### src/rtl/sync_fifo_ram.sv
// Single-clock FIFO on an inferred simple dual-port RAM with occupancy count,
// programmable almost flags, sticky error flags and an optional fall-through output.
module sync_fifo_ram #(
  parameter int SIZE   = 8,
  parameter int DEPTH  = 16,
  parameter int FWFT   = 0,
  parameter int AFULL  = DEPTH - 2,
  parameter int AEMPTY = 2
) (
  input  logic                   clk,
  input  logic                   rst_n,
  input  logic [SIZE-1:0]        din,
  input  logic                   wput,
  output logic                   full,
  output logic                   almost_full,
  input  logic                   rget,
  output logic [SIZE-1:0]        dout,
  output logic                   empty,
  output logic                   almost_empty,
  output logic [$clog2(DEPTH):0] count,
  output logic                   overflow,
  output logic                   underflow
);

  localparam int AW = $clog2(DEPTH);
  localparam int CW = AW + 1;
  localparam logic [CW-1:0] DEPTH_C  = CW'(DEPTH);
  localparam logic [CW-1:0] AFULL_C  = CW'(AFULL);
  localparam logic [CW-1:0] AEMPTY_C = CW'(AEMPTY);
  localparam logic [CW-1:0] CNT_ONE  = CW'(1);
  localparam logic [AW-1:0] PTR_ONE  = AW'(1);

  logic [SIZE-1:0] mem [DEPTH];
  logic [AW-1:0]   wp;
  logic [AW-1:0]   rp;
  logic            push_ok;
  logic            pop_ok;
  logic            ram_rd;   // RAM read strobe; the read pointer advances with it

  assign full         = (count == DEPTH_C);
  assign almost_full  = (count >= AFULL_C);
  assign almost_empty = (count <= AEMPTY_C);
  assign push_ok      = wput & ~full;
  assign pop_ok       = rget & ~empty;

  // No reset on the array so it maps onto block RAM.
  always_ff @(posedge clk) begin
    if (push_ok) mem[wp] <= din;
  end

  always_ff @(posedge clk or negedge rst_n) begin
    if (!rst_n) begin
      wp    <= '0;
      rp    <= '0;
      count <= '0;
    end else begin
      if (push_ok) wp <= wp + PTR_ONE;
      if (ram_rd)  rp <= rp + PTR_ONE;
      case ({push_ok, pop_ok})
        2'b10:   count <= count + CNT_ONE;
        2'b01:   count <= count - CNT_ONE;
        default: count <= count;
      endcase
    end
  end

  always_ff @(posedge clk or negedge rst_n) begin
    if (!rst_n) begin
      overflow  <= 1'b0;
      underflow <= 1'b0;
    end else begin
      if (wput & full)  overflow  <= 1'b1;
      if (rget & empty) underflow <= 1'b1;
    end
  end

  generate
    if (FWFT == 0) begin : g_std
      assign ram_rd = pop_ok;
      assign empty  = (count == '0);

      always_ff @(posedge clk or negedge rst_n) begin
        if (!rst_n)      dout <= '0;
        else if (pop_ok) dout <= mem[rp];
      end
    end else begin : g_fwft
      logic ov;
      logic ram_avail;

      // count includes the word parked in dout, so the RAM holds count - ov unread words.
      assign ram_avail = (count != {{AW{1'b0}}, ov});
      assign ram_rd    = ram_avail & (~ov | pop_ok);
      assign empty     = ~ov;

      always_ff @(posedge clk or negedge rst_n) begin
        if (!rst_n) begin
          ov   <= 1'b0;
          dout <= '0;
        end else if (ram_rd) begin
          dout <= mem[rp];
          ov   <= 1'b1;
        end else if (pop_ok) begin
          ov   <= 1'b0;
        end
      end
    end
  endgenerate

endmodule

### config.mk
export PLATFORM = sky130hd
export DESIGN_NAME = sync_fifo_ram
export DESIGN_NICKNAME = d
export VERILOG_FILES = /design/src/rtl/sync_fifo_ram.sv
export SDC_FILE = /design/constraint.sdc
export NUM_CORES = 1
export LEC_CHECK = 0
export CAP_MARGIN = 20
export CELL_PAD_IN_SITES_DETAIL_PLACEMENT = 2
export CELL_PAD_IN_SITES_GLOBAL_PLACEMENT = 2
export CORE_AREA = 2 2 123 125
export CTS_BUF_LIST = sky130_fd_sc_hd__clkbuf_4
export DETAILED_ROUTE_END_ITERATION = 7
export DIE_AREA = 0 0 125 127
export PLACE_DENSITY_LB_ADDON = 0.3
export SKIP_LAST_GASP = 1
export SLEW_MARGIN = 20
export SYNTH_ARGS = -nofsm -noshare
export SYNTH_HDL_FRONTEND = slang
export SYNTH_SLANG_ARGS = --single-unit
### constraint.sdc
create_clock -name clk -period 2.8 [get_ports clk]
set_input_delay 0.56 -clock clk [delete_from_list [all_inputs] [get_ports clk]]
set_output_delay 0.56 -clock clk [all_outputs]
set_load 0.005 [all_outputs]
==> results of run 1 <==
==> worst register-to-register path, stage by stage, from the launching register on <==
cell and delay [ns]:
dfrtp_1 0.41, or4_4 0.58, o21ai_2 0.18, inv_2 0.06, ha_1 0.23, xor2_1 0.16, ha_1 0.22, o211a_1 0.24
o21ai_0 0.14, o41ai_1 0.09, nor4b_1 0.25
==> logic make-up after synthesis <==
logic type | share of synthesized area
AOI/OAI and AO/OA | 0.0393
xor gates and xnor gates | 0.0128
adders and majority gates | 0.0182
muxes | 0.144
DFF | 0.715
buffers and inverters | 0.0206
and+or+nand+nor | 0.0498
==> how the worst max path moves through the flow <==
| stage | start | to | slack [ns] | cells past startpoint |
|---|---|---|---|---|
| 3_3_place_gp | wput | count[4] | 0.08 | 10 |
| 2_1_floorplan | count[1] | count[4] | 0.006 | 12 |
| 5_1_grt | count[0] | almost_empty | 0.004 | 3 |
| 3_5_place_dp | wput | count[4] | -0.05 | 10 |
| 4_1_cts | count[1] | empty | -0.006 | 3 |
| 6_report | count[0] | almost_empty | 0.15 | 3 |
==> cells in the mapped netlist <==
| library cell | number | area [um2] |
|---|---|---|
| a2111oi_0 | 1 | 8.76 |
| o21ai_2 | 1 | 8.76 |
| inv_2 | 1 | 3.75 |
| edfxtp_1 | 128 | 3840 |
| a311oi_1 | 1 | 8.76 |
| nand2_1 | 23 | 86.3 |
| and3b_1 | 1 | 8.76 |
| nor4_1 | 1 | 6.26 |
| nor3b_1 | 1 | 7.51 |
| a21o_1 | 2 | 15.0 |
| ha_1 | 9 | 113 |
| inv_1 | 5 | 18.8 |
| o41ai_1 | 1 | 8.76 |
| dfrtp_1 | 23 | 576 |
| nor2_1 | 18 | 67.6 |
| buf_6 | 1 | 11.3 |
| a32oi_1 | 1 | 8.76 |
| mux2_2 | 1 | 11.3 |
| a21oi_1 | 3 | 15.0 |
| xor2_1 | 3 | 26.3 |
| nor2b_1 | 3 | 18.8 |
| o211a_1 | 1 | 10.0 |
| nor3_1 | 4 | 20.0 |
| or4_4 | 1 | 11.3 |
| mux2i_1 | 16 | 160 |
| a21boi_2 | 1 | 11.3 |
| buf_2 | 8 | 40.0 |
| clkbuf_1 | 8 | 30.0 |
| nand4_1 | 2 | 12.5 |
| nand3_1 | 2 | 10.0 |
| mux4_2 | 32 | 721 |
| o21ai_0 | 4 | 20.0 |
| and2_1 | 1 | 6.26 |
| nand2b_4 | 1 | 13.8 |
| buf_1 | 1 | 3.75 |
| nor4b_1 | 1 | 8.76 |
| nand2b_1 | 3 | 18.8 |
| o21a_1 | 1 | 7.51 |
| xnor2_1 | 6 | 52.6 |
| buf_12 | 1 | 20.0 |
| o221ai_2 | 8 | 120 |
| nand2_4 | 1 | 11.3 |
==> routing by layer <==
| metal | GRT usage | part of all wire |
|---|---|---|
| met1 | 0.254 | 0.42 |
| met2 | 0.361 | 0.54 |
| met4 | 0.0634 | 0.011 |
| met5 | 0 | 0 |
| met3 | 0.0486 | 0.036 |
==> state kept, by name, summed over array words and instances, names as in the netlist <==
register	count
rp	4
overflow	1
count	5
wp	4
mem	128
underflow	1
dout	8
==> power breakdown <==
part / switching (mW) / internal, mW
clock network: 0.850 / 0.555
logic: 1.17 / 1.20
registers: 0.330 / 2.79
==> layout by cell type (no fill, tap or decap), types with 4 or more instances in the layout <==
cell type	synthesis	final
inv_1	5	5
mux2i_1	16	16
nor3_1	4	4
mux4_2	32	32
clkdlybuf4s50_1	0	28
dfrtp_1	23	22
clkbuf_4	0	17
edfxtp_1	128	128
o221ai_2	8	8
inv_6	0	7
buf_4	0	32
ha_1	9	9
xnor2_1	6	6
nor2_1	18	16
nand2_1	23	23
==> final cells by class <==
class / count / area (um2)
Fill cell: 1300 / 7230
Multi-Input combinational cell: 155 / 1660
Inverter: 6 / 22.5
Antenna cell: 1 / 2.50
Sequential cell: 151 / 4420
Tap cell: 184 / 230
Clock buffer: 17 / 128
Timing Repair Buffer: 63 / 566
Clock inverter: 15 / 168
==> per-stage QoR <==
step	utilization	hold slack (ns)
floorplan	-	0.264
global placement	0.476	0.444
detailed placement	0.476	0.452
CTS	0.496	0.314
global route	0.499	0.349
finish	0.499	0.357
==> timing repair <==
| item | 4_1_cts | 5_1_grt |
|---|---|---|
| endpoints found under the setup margin | 2 | 4 |
| endpoints found under the hold margin | 0 | 0 |
| resized for setup | 2 | 6 |
| hold buffers | 0 | 0 |
| setup buffers | 0 | 1 |
| gates cloned | 0 | 0 |
| pin swaps | 0 | 2 |
==> results.md, run 1 <==
- Post-placement setup slack: -0.0527 ns
- Post-route cell area: between 7000 and 8000 um2
- Buf+Inv Stages, Crit Path: 2
- Synthesis-to-layout area growth: 16.4%
- I/O Buffers: 30
- Post-Place Cells: approximately 560
- Dpl cell area: 6860 um2
- Gr usage total: 0.205
- First-pass DRT Iterations: 4
- Chip height: 127 um
- Worst-path cell chain: buf_4 > a2111oi_0 > clkdlybuf4s50_1
- CP arrival: 2.09 ns
- Syn Area/Cell: 18.7 um2
- Max_slew headroom: 0.382
- CP top delay family: buffers and inverters
- Worst Path Required: 2.24 ns
- Number of vias per cell: 5.55
- Std cell rows: 44
- Antenna Violating Nets Remaining: 0
- Tcrit/Tclk final: 0.946
- First-pass GRT wire length: 23300 um
- Crit path max-delay cell type: clkdlybuf4s50_1
- CTS tree: done
- Flop and latch count out of synthesis: 151
- Mapped cell area: 6180 um2
- Clk sinks: 151
- Reg-to-Reg Start: count[2]
- RePlAce Congestion: 0.742
- Worst-Margin Slew: approximately 0.9 ns
- Dpl hpwl: 10300 um
- R2r setup slk: roughly 0.15 ns
- Tmin final: 2.65 ns
- Via count: about 3300
- CP Launch Type: flip-flop
- Initial DRC Count: 214
- Max_cap viols: 0
- Wire per inst: 25.4 um
- Synth cell types: 42
- Core area: 14400 um2
- Crit Path Max Fanout: 7
- Synth Instances: 331
- Yosys warns: 0
- Seq/Total Area, Yosys: 0.715
- Status: complete, no violations
- Maximum clock rate: ~0.38 GHz
- Leakage: roughly 2.5 nW
- Layout Skew: 0.0207 ns
- Setup ws final: 0.151 ns
- DRC Markers: 0
- Vias in the first global route: 3687
- Clock Tree Buf Depth: 2
- Final Setup Violations: 0
- Pin count of the biggest net entering global routing: 35
- IO Count: 31
- Unrepaired setup endpoints after global routing: no
- Reg2reg end: count[4]
- Maximum vdd drop: 0.726 mV
- Overall routed net length: 15100 um
- Total grt overflow: 0
- Largest stage delay, worst path: 0.57 ns
- H-tree depth: 4
- CP Class: flip-flop to output port
- Die X: 125 um
- Total CTS buffers: 17
- Die area: 15900 um2
- Finished Layout Cells: between 500 and 600
- Critical Path Sink Type: output port
- Fin Setup TNS: 0 ns
- Max-slew violation count: 0
- Initial antenna violation count: 1
- Share of cells above drive strength 1: 0.285
- Cell Pwr Density: around 960 nW/um2
- Worst hold path class: primary input to async pin
- Root buffer cell: clkbuf_4
- Post-Synthesis Net Count: 352
- Clk slew on worst S/H paths: ~0.15 ns
- Overall Power: 6.90 mW
- Worst-Skew Late Latency: between 0.5 and 0.6 ns
- Initial core utilization: 0.429
- Worst r2r path cells: 10
- Final nets: 415
- Final hold violation count: 0
No activity file was read; power rests on OpenSTA's default activity.
==> run 2, diff against run 1 <==
CELL_PAD_IN_SITES_DETAIL_PLACEMENT = unset   (was 2)
CELL_PAD_IN_SITES_GLOBAL_PLACEMENT = unset   (was 2)
CORE_AREA = 2 2 109 111   (was 2 2 123 125)
DIE_AREA = 0 0 111 113   (was 0 0 125 127)
HOLD_SLACK_MARGIN = 0.05   (was unset)
==> results.md, run 2 (synthesis results as in run 1) <==
- Leakage: 2.47 nW (-1.7%)
- Most common cell after layout, fill and taps aside: edfxtp_1
- Die area: 12500 um2 (-21%)
- Setup ws final: 0.0633 ns (-0.0881 ns)
- Worst-Margin Slew: 0.882 ns (-0.0448 ns)
- Worst-path cell chain: or4_4 > nor2_2 > clkdlybuf4s50_1
- Clk sinks: 151 (unchanged)
- Root buffer cell: clkbuf_4
- Crit path max-delay cell type: or4_4
- Std cell rows: 39 (-11%)
- DRC Markers: 0 (unchanged)
- Reg2reg end: count[4]
- Status: complete, no violations
- Total grt overflow: 0 (unchanged)
- Max_slew headroom: 0.412 (+0.0299)
- Post-placement setup slack: -0.00681 ns (+0.0459 ns)
- Wire per inst: 21.0 um (-17%)
- Biggest regs: mem (128), dout (8), count (5)
- Maximum clock rate: 0.365 GHz (-3.2%)
- Register with the most flip-flops: mem
- Via count: 3201 (-2.6%)
- IO Count: 31 (unchanged)
- Clock Tree Buf Depth: 2 (unchanged)
- Overall routed net length: 11600 um (-23%)
- Overall Power: 6.76 mW (-2.0%)
- Number of vias per cell: 5.81 (+4.6%)
- Max FFs per register: 128 (unchanged)
- Most frequent cells in the layout: edfxtp_1 (128), mux4_2 (32), buf_4 (32)
- R2r setup slk: 0.16 ns (about the same)
- Vias in the first global route: 3342 (-9.4%)
- Worst hold path class: primary input to async pin
- Worst r2r path cells: 10 (unchanged)
- Post-cts hold buffer count: 0 (unchanged)
- Tcrit/Tclk final: 0.977 (+0.0315)
- RePlAce Congestion: 0.789 (+6.3%)
- Share of cells above drive strength 1: 0.278 (-0.00737)
- First-pass GRT wire length: 18600 um (-20%)
- Dpl cell area: 6820 um2 (-0.64%)
- Fillcell total: 788 (-39%)
- Antenna Violating Nets Remaining: 0 (unchanged)
- CTS tree: done
- Worst Path Required: 2.24 ns (about the same)
- Chip height: 113 um (-11%)
- Dpl hpwl: 7690 um (-25%)
- Clk slew on worst S/H paths: 0.13 ns (-0.02 ns)
- Gr usage total: 0.203 (-0.00236)
- Post-route cell area: 7140 um2 (-0.73%)
- Cell Pwr Density: 947 nW/um2 (-1.3%)
- Final nets: 415 (unchanged)
- Core area: 11300 um2 (-22%)
- Unrepaired setup endpoints after global routing: yes
- Tmin final: 2.74 ns (+0.0881 ns)
- Final Setup Violations: 0 (unchanged)
- I/O Buffers: 30 (unchanged)
- Die X: 111 um (-11%)
- Synthesis-to-layout area growth: 15.5%
- Initial DRC Count: 311 (+45%)
- Max_cap viols: 0 (unchanged)
- CP arrival: 2.18 ns (+0.09 ns)
- Crit Path Max Fanout: 3 (-4)
- Layout Skew: 0.0151 ns (-0.00562 ns)
- Maximum vdd drop: 0.756 mV (+4.1%)
- Critical Path Sink Type: output port
- Reg-to-Reg Start: count[1]
- Initial core utilization: 0.548 (+0.120)
- Setup bufs post-CTS: 0 (unchanged)
- Worst-Skew Late Latency: 0.56 ns (about the same)
- CP Class: flip-flop to output port
- Initial antenna violation count: 1 (unchanged)
- Pin count of the biggest net entering global routing: 24 (-31%)
- First-pass DRT Iterations: 5 (+1)
- Final hold violation count: 0 (unchanged)
- Max-slew violation count: 0 (unchanged)
- H-tree depth: 4 (unchanged)
- Largest stage delay, worst path: 0.58 ns (about the same)
- CP Launch Type: flip-flop
- Total CTS buffers: 17 (unchanged)
-- run 2: through the flow --
step | setup TNS [ns] | util | hold slack (ns) | instances
2_1_floorplan | 0 | - | 0.264 | 331
3_3_place_gp | 0 | 0.605 | 0.445 | 518
3_5_place_dp | -0.00681 | 0.605 | 0.448 | 518
4_1_cts | 0 | 0.632 | 0.339 | 550
5_1_grt | -0.0486 | 0.633 | 0.364 | 551
6_report | 0 | 0.633 | 0.344 | 551
-- run 2: power breakdown --
group	switching (mW)	total (mW)	internal, mW
Sequential	0.334	3.13	2.79
Clock	0.772	1.41	0.634
Combinational	1.02	2.23	1.20
-- run 2: metal layers --
layer,vias to the layer above,track usage,share of wire
li1,1437,-,-
met1,1630,0.258,0.41
met2,110,0.339,0.51
met3,24,0.0461,0.055
met4,0,0.0900,0.024
met5,-,0,0
-- run 2: critical path, delay by kind of cell, from the launching register on --
family                 cells  cell delay [ns]
buffers and inverters      1             0.51
flip-flops                 1             0.40
AND/OR/NAND/NOR            2             0.71
-- run 2: final cells by class --
| type | count | area [um2] | area share |
|---|---|---|---|
| inverter | 6 | 22.5 | 0.00315 |
| multi-input combinational | 155 | 1650 | 0.231 |
| tap | 143 | 179 | 0.0251 |
| sequential | 151 | 4420 | 0.619 |
| clock buffer | 18 | 135 | 0.0189 |
| clock inverter | 14 | 170 | 0.0238 |
| antenna | 1 | 2.50 | 0.000351 |
| timing repair buffer | 63 | 561 | 0.0785 |
-- run 2: worst max-delay path by stage --
stage | endpoint | depth (start not counted) | start
floorplan | count[4] | 12 | count[1]
global placement | count[4] | 10 | wput
detailed placement | count[4] | 10 | wput
CTS | empty | 3 | count[1]
global route | empty | 3 | count[1]
finish | empty | 3 | count[1]
-- run 2: repair_timing --
action,CTS,global route
gates resized for setup,0,5
endpoints found under the setup margin,0,3
hold endpoints to repair,0,0
